==> src/rtl/traffic_light_fsm_if.sv <==
// Lamp / vehicle-count bundle between the intersection controller and whatever
// drives it. The controller is the slave side; a bench or supervisor is the master.
interface traffic_light_fsm_if;
  logic [2:0]  vcount_northbound_i;
  logic [2:0]  vcount_southbound_i;
  logic [2:0]  vcount_eastbound_i;
  logic [2:0]  vcount_westbound_i;
  logic        ped_button_ns_i;
  logic        ped_button_ew_i;
  logic        test_mode_i;
  logic        green_northsouth_o;
  logic        yellow_northsouth_o;
  logic        red_northsouth_o;
  logic        green_eastwest_o;
  logic        yellow_eastwest_o;
  logic        red_eastwest_o;
  logic [15:0] transition_count_o;

  modport master (
    output vcount_northbound_i, vcount_southbound_i, vcount_eastbound_i, vcount_westbound_i,
    output ped_button_ns_i, ped_button_ew_i, test_mode_i,
    input  green_northsouth_o, yellow_northsouth_o, red_northsouth_o,
    input  green_eastwest_o, yellow_eastwest_o, red_eastwest_o,
    input  transition_count_o
  );

  modport slave (
    input  vcount_northbound_i, vcount_southbound_i, vcount_eastbound_i, vcount_westbound_i,
    input  ped_button_ns_i, ped_button_ew_i, test_mode_i,
    output green_northsouth_o, yellow_northsouth_o, red_northsouth_o,
    output green_eastwest_o, yellow_eastwest_o, red_eastwest_o,
    output transition_count_o
  );
endinterface

==> src/rtl/traffic_light_fsm.sv <==
// Four-way intersection controller: NS and EW lamps sequenced through
// green / yellow / all-red, with gap-out and max-out on green, pedestrian
// request latches, a short-phase test mode and a wrapping transition counter.
module traffic_light_fsm #(
  parameter int TIMER_W      = 25,
  parameter int GREEN_MIN    = 10_000_000,
  parameter int GREEN_MAX    = 30_000_000,
  parameter int YELLOW_LEN   = 4_000_000,
  parameter int ALLRED_LEN   = 1_000_000,
  parameter int T_GREEN_MIN  = 100,
  parameter int T_GREEN_MAX  = 300,
  parameter int T_YELLOW_LEN = 40,
  parameter int T_ALLRED_LEN = 10
) (
  input  logic                clock_i,
  input  logic                reset_i,
  traffic_light_fsm_if.slave  lamp_bus
);

  typedef enum logic [2:0] {
    NS_GREEN,
    NS_YELLOW,
    ALLRED_TO_EW,
    EW_GREEN,
    EW_YELLOW,
    ALLRED_TO_NS
  } state_t;

  // Exit thresholds are stored as LEN-1 so each phase compares against the
  // last timer value it is allowed to hold.
  localparam logic [TIMER_W-1:0] GREEN_MIN_LAST    = TIMER_W'(GREEN_MIN - 1);
  localparam logic [TIMER_W-1:0] GREEN_MAX_LAST    = TIMER_W'(GREEN_MAX - 1);
  localparam logic [TIMER_W-1:0] YELLOW_LAST       = TIMER_W'(YELLOW_LEN - 1);
  localparam logic [TIMER_W-1:0] ALLRED_LAST       = TIMER_W'(ALLRED_LEN - 1);
  localparam logic [TIMER_W-1:0] T_GREEN_MIN_LAST  = TIMER_W'(T_GREEN_MIN - 1);
  localparam logic [TIMER_W-1:0] T_GREEN_MAX_LAST  = TIMER_W'(T_GREEN_MAX - 1);
  localparam logic [TIMER_W-1:0] T_YELLOW_LAST     = TIMER_W'(T_YELLOW_LEN - 1);
  localparam logic [TIMER_W-1:0] T_ALLRED_LAST     = TIMER_W'(T_ALLRED_LEN - 1);
  localparam logic [TIMER_W-1:0] TIMER_ONE         = TIMER_W'(1);

  state_t               state;
  state_t               next_state;
  logic [TIMER_W-1:0]   timer;
  logic                 ped_ns_req;
  logic                 ped_ew_req;
  logic [15:0]          transition_count;
  logic                 green_ns, yellow_ns, red_ns;
  logic                 green_ew, yellow_ew, red_ew;

  logic [TIMER_W-1:0]   green_min_last;
  logic [TIMER_W-1:0]   green_max_last;
  logic [TIMER_W-1:0]   yellow_last;
  logic [TIMER_W-1:0]   allred_last;
  logic [3:0]           ns_sum;
  logic [3:0]           ew_sum;
  logic                 ns_cross;
  logic                 ew_cross;
  logic                 state_change;

  // Phase limits follow the live test_mode_i and demand terms are derived from
  // the current counts and latched pedestrian requests.
  always_comb begin
    green_min_last = lamp_bus.test_mode_i ? T_GREEN_MIN_LAST : GREEN_MIN_LAST;
    green_max_last = lamp_bus.test_mode_i ? T_GREEN_MAX_LAST : GREEN_MAX_LAST;
    yellow_last    = lamp_bus.test_mode_i ? T_YELLOW_LAST    : YELLOW_LAST;
    allred_last    = lamp_bus.test_mode_i ? T_ALLRED_LAST    : ALLRED_LAST;
    ns_sum   = {1'b0, lamp_bus.vcount_northbound_i} + {1'b0, lamp_bus.vcount_southbound_i};
    ew_sum   = {1'b0, lamp_bus.vcount_eastbound_i}  + {1'b0, lamp_bus.vcount_westbound_i};
    ns_cross = (ew_sum != 4'd0) || ped_ew_req;
    ew_cross = (ns_sum != 4'd0) || ped_ns_req;
  end

  // Next-state decision: greens leave on gap-out or max-out only when the
  // crossing direction wants service; yellow and all-red are fixed-length.
  always_comb begin
    next_state = state;
    case (state)
      NS_GREEN:
        if (ns_cross && (((timer >= green_min_last) && (ns_sum == 4'd0)) ||
                         (timer >= green_max_last)))
          next_state = NS_YELLOW;
      NS_YELLOW:
        if (timer >= yellow_last) next_state = ALLRED_TO_EW;
      ALLRED_TO_EW:
        if (timer >= allred_last) next_state = EW_GREEN;
      EW_GREEN:
        if (ew_cross && (((timer >= green_min_last) && (ew_sum == 4'd0)) ||
                         (timer >= green_max_last)))
          next_state = EW_YELLOW;
      EW_YELLOW:
        if (timer >= yellow_last) next_state = ALLRED_TO_NS;
      ALLRED_TO_NS:
        if (timer >= allred_last) next_state = NS_GREEN;
      default:
        next_state = NS_GREEN;
    endcase
    state_change = (next_state != state);
  end

  // State, phase timer, pedestrian latches, counter and registered lamp decode.
  always_ff @(posedge clock_i) begin
    if (reset_i) begin
      state            <= NS_GREEN;
      timer            <= '0;
      ped_ns_req       <= 1'b0;
      ped_ew_req       <= 1'b0;
      transition_count <= 16'd0;
      green_ns         <= 1'b1;
      yellow_ns        <= 1'b0;
      red_ns           <= 1'b0;
      green_ew         <= 1'b0;
      yellow_ew        <= 1'b0;
      red_ew           <= 1'b1;
    end else begin
      state <= next_state;

      if (state_change) timer <= '0;
      else if (timer != '1) timer <= timer + TIMER_ONE;

      if (state_change && (next_state == NS_GREEN)) ped_ns_req <= 1'b0;
      else if (lamp_bus.ped_button_ns_i && (state != NS_GREEN)) ped_ns_req <= 1'b1;

      if (state_change && (next_state == EW_GREEN)) ped_ew_req <= 1'b0;
      else if (lamp_bus.ped_button_ew_i && (state != EW_GREEN)) ped_ew_req <= 1'b1;

      if (state_change) transition_count <= transition_count + 16'd1;

      green_ns  <= (next_state == NS_GREEN);
      yellow_ns <= (next_state == NS_YELLOW);
      red_ns    <= (next_state != NS_GREEN) && (next_state != NS_YELLOW);
      green_ew  <= (next_state == EW_GREEN);
      yellow_ew <= (next_state == EW_YELLOW);
      red_ew    <= (next_state != EW_GREEN) && (next_state != EW_YELLOW);
    end
  end

  assign lamp_bus.green_northsouth_o  = green_ns;
  assign lamp_bus.yellow_northsouth_o = yellow_ns;
  assign lamp_bus.red_northsouth_o    = red_ns;
  assign lamp_bus.green_eastwest_o    = green_ew;
  assign lamp_bus.yellow_eastwest_o   = yellow_ew;
  assign lamp_bus.red_eastwest_o      = red_ew;
  assign lamp_bus.transition_count_o  = transition_count;

endmodule

==> src/flat_wrapper.sv <==
// flat-port wrapper written by rule: the top's interface ports become plain ports
module traffic_light_fsm_flat 
#(
  parameter int TIMER_W      = 25,
  parameter int GREEN_MIN    = 10_000_000,
  parameter int GREEN_MAX    = 30_000_000,
  parameter int YELLOW_LEN   = 4_000_000,
  parameter int ALLRED_LEN   = 1_000_000,
  parameter int T_GREEN_MIN  = 100,
  parameter int T_GREEN_MAX  = 300,
  parameter int T_YELLOW_LEN = 40,
  parameter int T_ALLRED_LEN = 10
)
  (clock_i, reset_i, lamp_bus_vcount_northbound_i, lamp_bus_vcount_southbound_i, lamp_bus_vcount_eastbound_i, lamp_bus_vcount_westbound_i, lamp_bus_ped_button_ns_i, lamp_bus_ped_button_ew_i, lamp_bus_test_mode_i, lamp_bus_green_northsouth_o, lamp_bus_yellow_northsouth_o, lamp_bus_red_northsouth_o, lamp_bus_green_eastwest_o, lamp_bus_yellow_eastwest_o, lamp_bus_red_eastwest_o, lamp_bus_transition_count_o);
  traffic_light_fsm_if lamp_bus_i ();
  input  logic clock_i;
  input  logic reset_i;
  input wire logic [$bits(lamp_bus_i.vcount_northbound_i)-1:0] lamp_bus_vcount_northbound_i;
  input wire logic [$bits(lamp_bus_i.vcount_southbound_i)-1:0] lamp_bus_vcount_southbound_i;
  input wire logic [$bits(lamp_bus_i.vcount_eastbound_i)-1:0] lamp_bus_vcount_eastbound_i;
  input wire logic [$bits(lamp_bus_i.vcount_westbound_i)-1:0] lamp_bus_vcount_westbound_i;
  input wire logic [$bits(lamp_bus_i.ped_button_ns_i)-1:0] lamp_bus_ped_button_ns_i;
  input wire logic [$bits(lamp_bus_i.ped_button_ew_i)-1:0] lamp_bus_ped_button_ew_i;
  input wire logic [$bits(lamp_bus_i.test_mode_i)-1:0] lamp_bus_test_mode_i;
  output wire logic [$bits(lamp_bus_i.green_northsouth_o)-1:0] lamp_bus_green_northsouth_o;
  output wire logic [$bits(lamp_bus_i.yellow_northsouth_o)-1:0] lamp_bus_yellow_northsouth_o;
  output wire logic [$bits(lamp_bus_i.red_northsouth_o)-1:0] lamp_bus_red_northsouth_o;
  output wire logic [$bits(lamp_bus_i.green_eastwest_o)-1:0] lamp_bus_green_eastwest_o;
  output wire logic [$bits(lamp_bus_i.yellow_eastwest_o)-1:0] lamp_bus_yellow_eastwest_o;
  output wire logic [$bits(lamp_bus_i.red_eastwest_o)-1:0] lamp_bus_red_eastwest_o;
  output wire logic [$bits(lamp_bus_i.transition_count_o)-1:0] lamp_bus_transition_count_o;
  assign lamp_bus_i.vcount_northbound_i = lamp_bus_vcount_northbound_i;
  assign lamp_bus_i.vcount_southbound_i = lamp_bus_vcount_southbound_i;
  assign lamp_bus_i.vcount_eastbound_i = lamp_bus_vcount_eastbound_i;
  assign lamp_bus_i.vcount_westbound_i = lamp_bus_vcount_westbound_i;
  assign lamp_bus_i.ped_button_ns_i = lamp_bus_ped_button_ns_i;
  assign lamp_bus_i.ped_button_ew_i = lamp_bus_ped_button_ew_i;
  assign lamp_bus_i.test_mode_i = lamp_bus_test_mode_i;
  assign lamp_bus_green_northsouth_o = lamp_bus_i.green_northsouth_o;
  assign lamp_bus_yellow_northsouth_o = lamp_bus_i.yellow_northsouth_o;
  assign lamp_bus_red_northsouth_o = lamp_bus_i.red_northsouth_o;
  assign lamp_bus_green_eastwest_o = lamp_bus_i.green_eastwest_o;
  assign lamp_bus_yellow_eastwest_o = lamp_bus_i.yellow_eastwest_o;
  assign lamp_bus_red_eastwest_o = lamp_bus_i.red_eastwest_o;
  assign lamp_bus_transition_count_o = lamp_bus_i.transition_count_o;
  traffic_light_fsm #(.TIMER_W(TIMER_W), .GREEN_MIN(GREEN_MIN), .GREEN_MAX(GREEN_MAX), .YELLOW_LEN(YELLOW_LEN), .ALLRED_LEN(ALLRED_LEN), .T_GREEN_MIN(T_GREEN_MIN), .T_GREEN_MAX(T_GREEN_MAX), .T_YELLOW_LEN(T_YELLOW_LEN), .T_ALLRED_LEN(T_ALLRED_LEN)) u_core (.clock_i(clock_i), .reset_i(reset_i), .lamp_bus(lamp_bus_i));
endmodule
==> config.mk <==
export PLATFORM = sky130hd
export DESIGN_NAME = traffic_light_fsm_flat
export DESIGN_NICKNAME = d
export VERILOG_FILES = /design/src/rtl/traffic_light_fsm_if.sv /design/src/rtl/traffic_light_fsm.sv /design/src/flat_wrapper.sv
export SDC_FILE = /design/constraint.sdc
export NUM_CORES = 1
export LEC_CHECK = 0
export ABC_AREA = 1
export CORE_UTILIZATION = 55
export DETAILED_ROUTE_END_ITERATION = 7
export DONT_BUFFER_PORTS = 1
export PLACE_DENSITY = 0.82
export RECOVER_POWER = 25
export SYNTH_ARGS = -nofsm -noshare
export SYNTH_HDL_FRONTEND = slang
export SYNTH_SLANG_ARGS = --single-unit
==> constraint.sdc <==
create_clock -name clock_i -period 2.6 [get_ports clock_i]
set_input_delay 0.52 -clock clock_i [delete_from_list [all_inputs] [get_ports clock_i]]
set_output_delay 0.52 -clock clock_i [all_outputs]
set_load 0.01 [all_outputs]
==> flow_metrics.py, run 1 <==
metrics = {
    "placed_design": {
        "hpwlAfterDp_mm": 8.48,
        "dpl_cell_area_um2": 4560,
        "place_ws_ns": -0.172,
        "portBuffers": 0,
        "gp_congestion": 0.956,
    },
    "sta": {
        "rsz0062_at_grt": "no",
        "finalClockSkew_ns": 0.00997,
        "fin_crit_ns": 2.47,
        "tightestPinTransition_ns": 0.686,
        "fmax_mhz": 405,
        "slew_headroom": 0.539,
        "finalSetupTns_ns": 0,
        "worst_slack_ns": 0.129,
        "setup_violations": 0,
        "min_period_over_period": 0.950,
        "slew_viol_final": 0,
        "final_hold_viol_count": 0,
    },
    "clock_tree": {
        "clk_pin_slew_ns": 0.11,
        "cts_hold_buf": 0,
        "cts.sinks": 52,
        "cts-htree-levels": 2,
        "cts_root_buffer": "clkbuf_8",
        "postCtsSetupRepairBufs": 0,
        "cts_resized": 0,
        "cts_tree": "done",
        "clockBufferDepth": 2,
        "clkLatencyLatePin_ns": 0.32,
        "cts_buffers": 5,
    },
    "floorplanning": {
        "die_y_um": 90.1,
        "die_w_um": 90.1,
        "initial_utilization": 0.579,
        "ioPinCount": 39,
        "rows": 31,
        "core_area_um2": 7370,
        "dieArea_um2": 8110,
    },
    "routing": {
        "postRouteAntennaNets": 0,
        "routedWlPerCell_um": 14.1,
        "wl_mm": 10.8,
        "drc": 0,
        "via_per_inst": 5.58,
        "first_pass_iters": 6,
        "vias": 4299,
        "drt-initial-drc-count": 322,
    },
    "synthesis": {
        "synth_warnings": 0,
        "synth_seq_area_share": 0.244,
        "syn_nets": 691,
        "netlist_area_um2": 4270,
        "syn_area_per_cell_um2": 6.64,
        "synth_ff_type": "dfxtp_1",
        "syn_inst": 642,
        "ys_types": 41,
        "ys_ff_latch": 52,
        "synthArstFlopShare": 0,
        "synth_edf_count": 0,
    },
    "worst_setup_path": {
        "cp_max_fo": 17,
        "end_kind": "flip-flop",
        "crit_required_ns": 2.86,
        "crit_path_start_kind": "flip-flop",
        "critical_path_class": "flip-flop to flip-flop",
        "cp.arrival_ns": 2.73,
    },
    "flow_run": {
        "cap_violations": 0,
    },
    "pwr": {
        "pwr_density_cell_nw_per_um2": 306,
        "vdd_ir_drop_max_v": 0.000231,
        "p_total_mw": 1.45,
        "p_leak_nw": 2.07,
    },
    "global_routing": {
        "grt_max_degree": 26,
        "grt_use_total": 0.276,
        "grt_pass1_vias": 4061,
        "grt_pass1_wl_mm": 18.6,
        "antenna_found_initial": 0,
        "gr-total-overflow": 0,
    },
    "cells_and_area": {
        "layout_commonest_cell": "nand2_1",
        "fillers": 636,
        "final_nets": 719,
        "drive_gt1_frac": 0.159,
        "multiInputGateArea_um2": 2850,
        "layout_common_cells": "nand2_1, inv_1, nor2_1",
        "final_core_util": 0.643,
        "regArea_um2": 1050,
        "area_growth_pct": 11.1,
        "antenna_cells": 0,
        "stdcell_area_um2": 4740,
    },
    "status": {
        "status": "completed",
    },
    "min_path": {
        "hold_path_class": "input pin to flip-flop",
    },
}
==> cells by family after synthesis <==
| kind of cell | after synthesis | synth area share |
|---|---|---|
| AND/OR/NAND/NOR | 362 | 0.404 |
| buffers and inverters | 103 | 0.103 |
| AO/OA/AOI/OAI | 62 | 0.0883 |
| flip-flops | 52 | 0.244 |
| adder cells (fa/ha/maj) | 32 | 0.0974 |
| XOR/XNOR | 31 | 0.0637 |
==> report_power, final <==
part / total [mW] / leakage, nW / internal (mW) / switching (mW)
logic: 0.139 / 1.60 / 0.0566 / 0.0823
clock network: 0.503 / 0.0423 / 0.197 / 0.306
registers: 0.809 / 0.422 / 0.802 / 0.00669
total: 1.45 / 2.07 / 1.06 / 0.395
==> layout make-up <==
| cell class | instances | share of cell area |
|---|---|---|
| tap | 99 | 0.0261 |
| clock buffer | 5 | 0.0145 |
| inverter | 89 | 0.0705 |
| clock inverter | 3 | 0.00555 |
| timing repair buffer | 35 | 0.0597 |
| multi-input combinational | 487 | 0.602 |
| sequential | 52 | 0.221 |
==> cells in the mapped netlist, types with 2 or more instances <==
| master | number | area share |
|---|---|---|
| a21oi_1 | 35 | 0.041 |
| a21oi_2 | 7 | 0.014 |
| and3_1 | 2 | 0.0029 |
| buf_2 | 5 | 0.0059 |
| buf_4 | 2 | 0.0035 |
| buf_6 | 5 | 0.013 |
| dfxtp_1 | 52 | 0.24 |
| fa_1 | 2 | 0.0094 |
| ha_1 | 30 | 0.088 |
| inv_1 | 84 | 0.074 |
| inv_2 | 5 | 0.0044 |
| nand2_1 | 139 | 0.12 |
| nand2_2 | 4 | 0.0059 |
| nand2_4 | 2 | 0.0053 |
| nand3_1 | 33 | 0.039 |
| nand3_2 | 3 | 0.0070 |
| nand3b_1 | 2 | 0.0035 |
| nand4_1 | 33 | 0.048 |
| nand4_4 | 2 | 0.010 |
| nor2_1 | 84 | 0.074 |
| nor2_2 | 16 | 0.023 |
| nor2_4 | 3 | 0.0079 |
| nor3_1 | 24 | 0.028 |
| nor4_1 | 9 | 0.013 |
| o21a_1 | 2 | 0.0035 |
| o21ai_0 | 13 | 0.015 |
| xnor2_1 | 7 | 0.014 |
| xor2_1 | 24 | 0.049 |
==> metal layers <==
layer	vias to the layer above	global-route usage	wire, um
li1	2148	-	-
met1	1959	0.383	4930
met2	175	0.429	4760
met3	17	0.0584	972
met4	0	0.0806	168
met5	-	0	0
==> state kept, by name (all words and copies together), names as in the netlist <==
name                                 count
u_core.lamp_bus.green_eastwest_o         1
u_core.lamp_bus.green_northsouth_o       1
u_core.ped_ns_req                        1
u_core.ped_ew_req                        1
u_core.state                             3
u_core.timer                            25
u_core.lamp_bus.yellow_northsouth_o      1
u_core.lamp_bus.yellow_eastwest_o        1
u_core.lamp_bus.red_eastwest_o           1
u_core.lamp_bus.red_northsouth_o         1
u_core.lamp_bus.transition_count_o      16
==> critical path, cell delays in order, from the launching register on <==
cell and delay (ns):
dfxtp_1 0.42, ha_4 0.24, a21oi_1 0.22, nand2b_1 0.15, nand3b_1 0.11, nand2_1 0.10
nand4_2 0.16, nand2_1 0.13, inv_1 0.07, o211ai_4 0.30, nand3_4 0.24, nand2_1 0.13
nand2_1 0.06, nor2_1 0.09
==> final timing paths <==
check | slack, ns | to | from | depth (start not counted)
max | 0.13 | u_core.lamp_bus.transition_count_o[0] | u_core.timer[4] | 13
min | 0.26 | u_core.lamp_bus.transition_count_o[1] | reset_i | 1
max reg2reg | 0.13 | u_core.lamp_bus.transition_count_o[0] | u_core.timer[4] | 13
min reg2reg | 0.52 | u_core.timer[1] | u_core.timer[1] | 2
==> stage by stage <==
| stage | hold slack (ns) | cells |
|---|---|---|
| after floorplan | 0.452 | 642 |
| after global placement | 0.485 | 762 |
| after detailed placement | 0.491 | 762 |
| after CTS | 0.251 | 770 |
| after global routing | 0.232 | 770 |
| final | 0.255 | 770 |
No activity file was read; power rests on OpenSTA's default activity.
==> run 2, diff against run 1 <==
ABC_AREA = 0   (was 1)
PLACE_DENSITY = 0.79   (was 0.82)
clock period = 2.4 ns   (was 2.6 ns; I/O delays follow)
==> flow_metrics.py, run 2 <==
metrics = {
    "clock_tree": {
        "cts_buffers": 5,
        "cts.sinks": 52,
        "cts_tree": "done",
        "cts_hold_buf": 0,
        "cts_root_buffer": "clkbuf_8",
        "clkLatencyLatePin_ns": 0.31,
        "clk_pin_slew_ns": 0.10,
        "cts-htree-levels": 2,
        "clockBufferDepth": 2,
    },
    "sta": {
        "fin_crit_ns": 3.21,
        "finalHoldWorstSlack_ns": 0.220,
        "final_hold_viol_count": 0,
        "setup_violations": 51,
        "slew_viol_final": 0,
        "slew_headroom": 0.613,
        "tightestPinTransition_ns": 0.566,
        "worst_slack_ns": -0.808,
        "fmax_mhz": 312,
        "finalClockSkew_ns": 0.0111,
        "min_period_over_period": 1.34,
        "finalSetupTns_ns": -29.10,
        "rsz0062_at_grt": "yes",
    },
    "status": {
        "violations": "negative setup slack",
        "status": "finished with violations",
    },
    "synthesis": {
        "synth_ff_type": "dfxtp_1",
        "synth_warnings": 0,
        "syn_nets": 476,
        "synth_most_common_cell": "nor2_1",
        "synth_edf_count": 0,
        "ys_top_cells_by_area": "dfxtp_1, ha_1, nor2_1",
        "ys_ff_latch": 52,
        "netlist_area_um2": 3560,
        "yosys-top-cells-count": "nor2_1, dfxtp_1, ha_1, a21oi_1, nand2_1",
        "synthArstFlopShare": 0,
        "ys_types": 57,
        "synth_top_area_frac": 0.292,
        "synth_seq_area_share": 0.292,
        "syn_area_per_cell_um2": 8.34,
        "synth_top_area_cell": "dfxtp_1",
        "syn_inst": 427,
    },
    "placed_design": {
        "hpwlAfterDp_mm": 7.04,
        "dp.cells": 570,
        "dpl_cell_area_um2": 4300,
        "portBuffers": 0,
        "gp_congestion": 0.974,
    },
    "worst_setup_path": {
        "crit_path_start_kind": "flip-flop",
        "end_kind": "flip-flop",
        "max_stage_delay_ns": 0.41,
        "crit_chain": "ha_4 > a21oi_2 > o21ai_0 > o2111ai_2 > nand3_1 > a32o_1 > a311o_1 > buf_6 > o311a_4 > and4_4 > mux2_4",
        "cp_max_fo": 6,
        "path_delay_family": "compound AO/OA/AOI/OAI gates",
        "cp.arrival_ns": 3.42,
        "crit_path_top_delay_cell": "dfxtp_1",
        "critPathBufInv": 1,
        "critical_path_class": "flip-flop to flip-flop",
        "crit_required_ns": 2.61,
    },
    "cells_and_area": {
        "layout_commonest_cell": "buf_4",
        "instances_no_fill": 590,
        "drive_gt1_frac": 0.365,
        "stdcell_area_um2": 4920,
        "antenna_cells": 0,
        "final_core_util": 0.807,
        "layout_common_cells": "buf_4, nor2_1, dfxtp_1",
        "largest_reg_flops": 25,
        "top_register": "u_core.timer",
        "area_growth_pct": 38.1,
        "final_nets": 563,
    },
    "global_routing": {
        "grt_pass1_vias": 3517,
        "grt_max_degree": 31,
        "antenna_found_initial": 0,
        "grt_use_total": 0.312,
        "gr-total-overflow": 0,
        "grt_pass1_wl_mm": 16.1,
    },
    "pwr": {
        "pwr_density_cell_nw_per_um2": 324,
        "p_leak_nw": 2.01,
        "vdd_ir_drop_max_v": 0.000330,
    },
    "floorplanning": {
        "die_y_um": 82.5,
        "dieArea_um2": 6800,
        "ioPinCount": 39,
        "initial_utilization": 0.584,
        "core_area_um2": 6100,
        "die_w_um": 82.5,
        "rows": 28,
    },
    "routing": {
        "routedWlPerCell_um": 20.4,
        "first_pass_iters": 6,
        "via_per_inst": 6.67,
        "postRouteAntennaNets": 0,
        "vias": 3938,
        "wl_mm": 12.1,
        "drt-initial-drc-count": 428,
        "drc": 0,
    },
    "min_path": {
        "hold_path_class": "input pin to flip-flop",
    },
    "flow_run": {
        "cap_violations": 0,
    },
}
-- run 2: changes by cell type after synthesis, moves of 13 or more --
cell      delta
nor2_2      -15
nand2_1    -115
nand3_1     -17
inv_1       -72
nand4_1     -13
nor2_1      -30
clkbuf_1    +14
-- run 2: through the flow --
stage                     worst slack, ns  power [mW]
final                              -0.808        1.59
after detailed placement           -0.797        1.04
after global routing               -0.874        1.65
after CTS                          -0.652        1.58
after floorplan                    -0.517       0.992
after global placement             -0.681        1.03
-- run 2: final timing paths --
path | from | end | slack, ns | cells past startpoint
worst max-delay path | u_core.timer[4] | u_core.lamp_bus.transition_count_o[7] | -0.81 | 11
worst min-delay path | reset_i | u_core.lamp_bus.transition_count_o[10] | 0.22 | 1
worst max register to register | u_core.timer[4] | u_core.lamp_bus.transition_count_o[7] | -0.81 | 11
worst min register to register | u_core.lamp_bus.transition_count_o[15] | u_core.lamp_bus.transition_count_o[15] | 0.52 | 2
-- run 2: cell families (layout without fill, tap and decap cells) --
kind of cell / count (synthesis) / count (layout) / share of synthesized area
compound gates: 83 / 83 / 0.164
buf+inv: 32 / 120 / 0.0404
fa+ha+maj: 32 / 32 / 0.117
flops: 52 / 52 / 0.292
xor+xnor: 25 / 25 / 0.0615
mux: 7 / 7 / 0.0243
simple gates: 196 / 196 / 0.301
-- run 2: cell type report --
type / count / area [um^2]
Clock buffer: 7 / 86.3
Clock inverter: 1 / 7.51
Fill cell: 338 / 1180
Inverter: 12 / 45.0
Multi-Input combinational cell: 343 / 2840
Sequential cell: 52 / 1060
Tap cell: 75 / 93.8
Timing Repair Buffer: 100 / 785
-- run 2: metal layers --
layer / part of all wire / vias to the layer above / global-route usage
li1: - / 1762 / -
met3: 0.077 / 73 / 0.0648
met5: 0 / - / 0
met2: 0.50 / 245 / 0.546
met1: 0.38 / 1858 / 0.378
met4: 0.040 / 0 / 0.0982
-- run 2: repair_timing --
| item | in CTS | in global routing |
|---|---|---|
| gates cloned | 0 | 0 |
| endpoints found under the setup margin | 50 | 52 |
| setup buffers | 10 | 5 |
| pin swaps | 18 | 19 |
| endpoints found under the hold margin | 0 | 0 |
| resized for setup | 36 | 44 |
-- run 2: power breakdown --
| part | internal [mW] | switching [mW] | leakage [nW] | total, mW |
|---|---|---|---|---|
| clock | 0.235 | 0.302 | 0.0445 | 0.537 |
| sequential | 0.867 | 0.00762 | 0.426 | 0.874 |
| combinational | 0.0890 | 0.0933 | 1.54 | 0.182 |
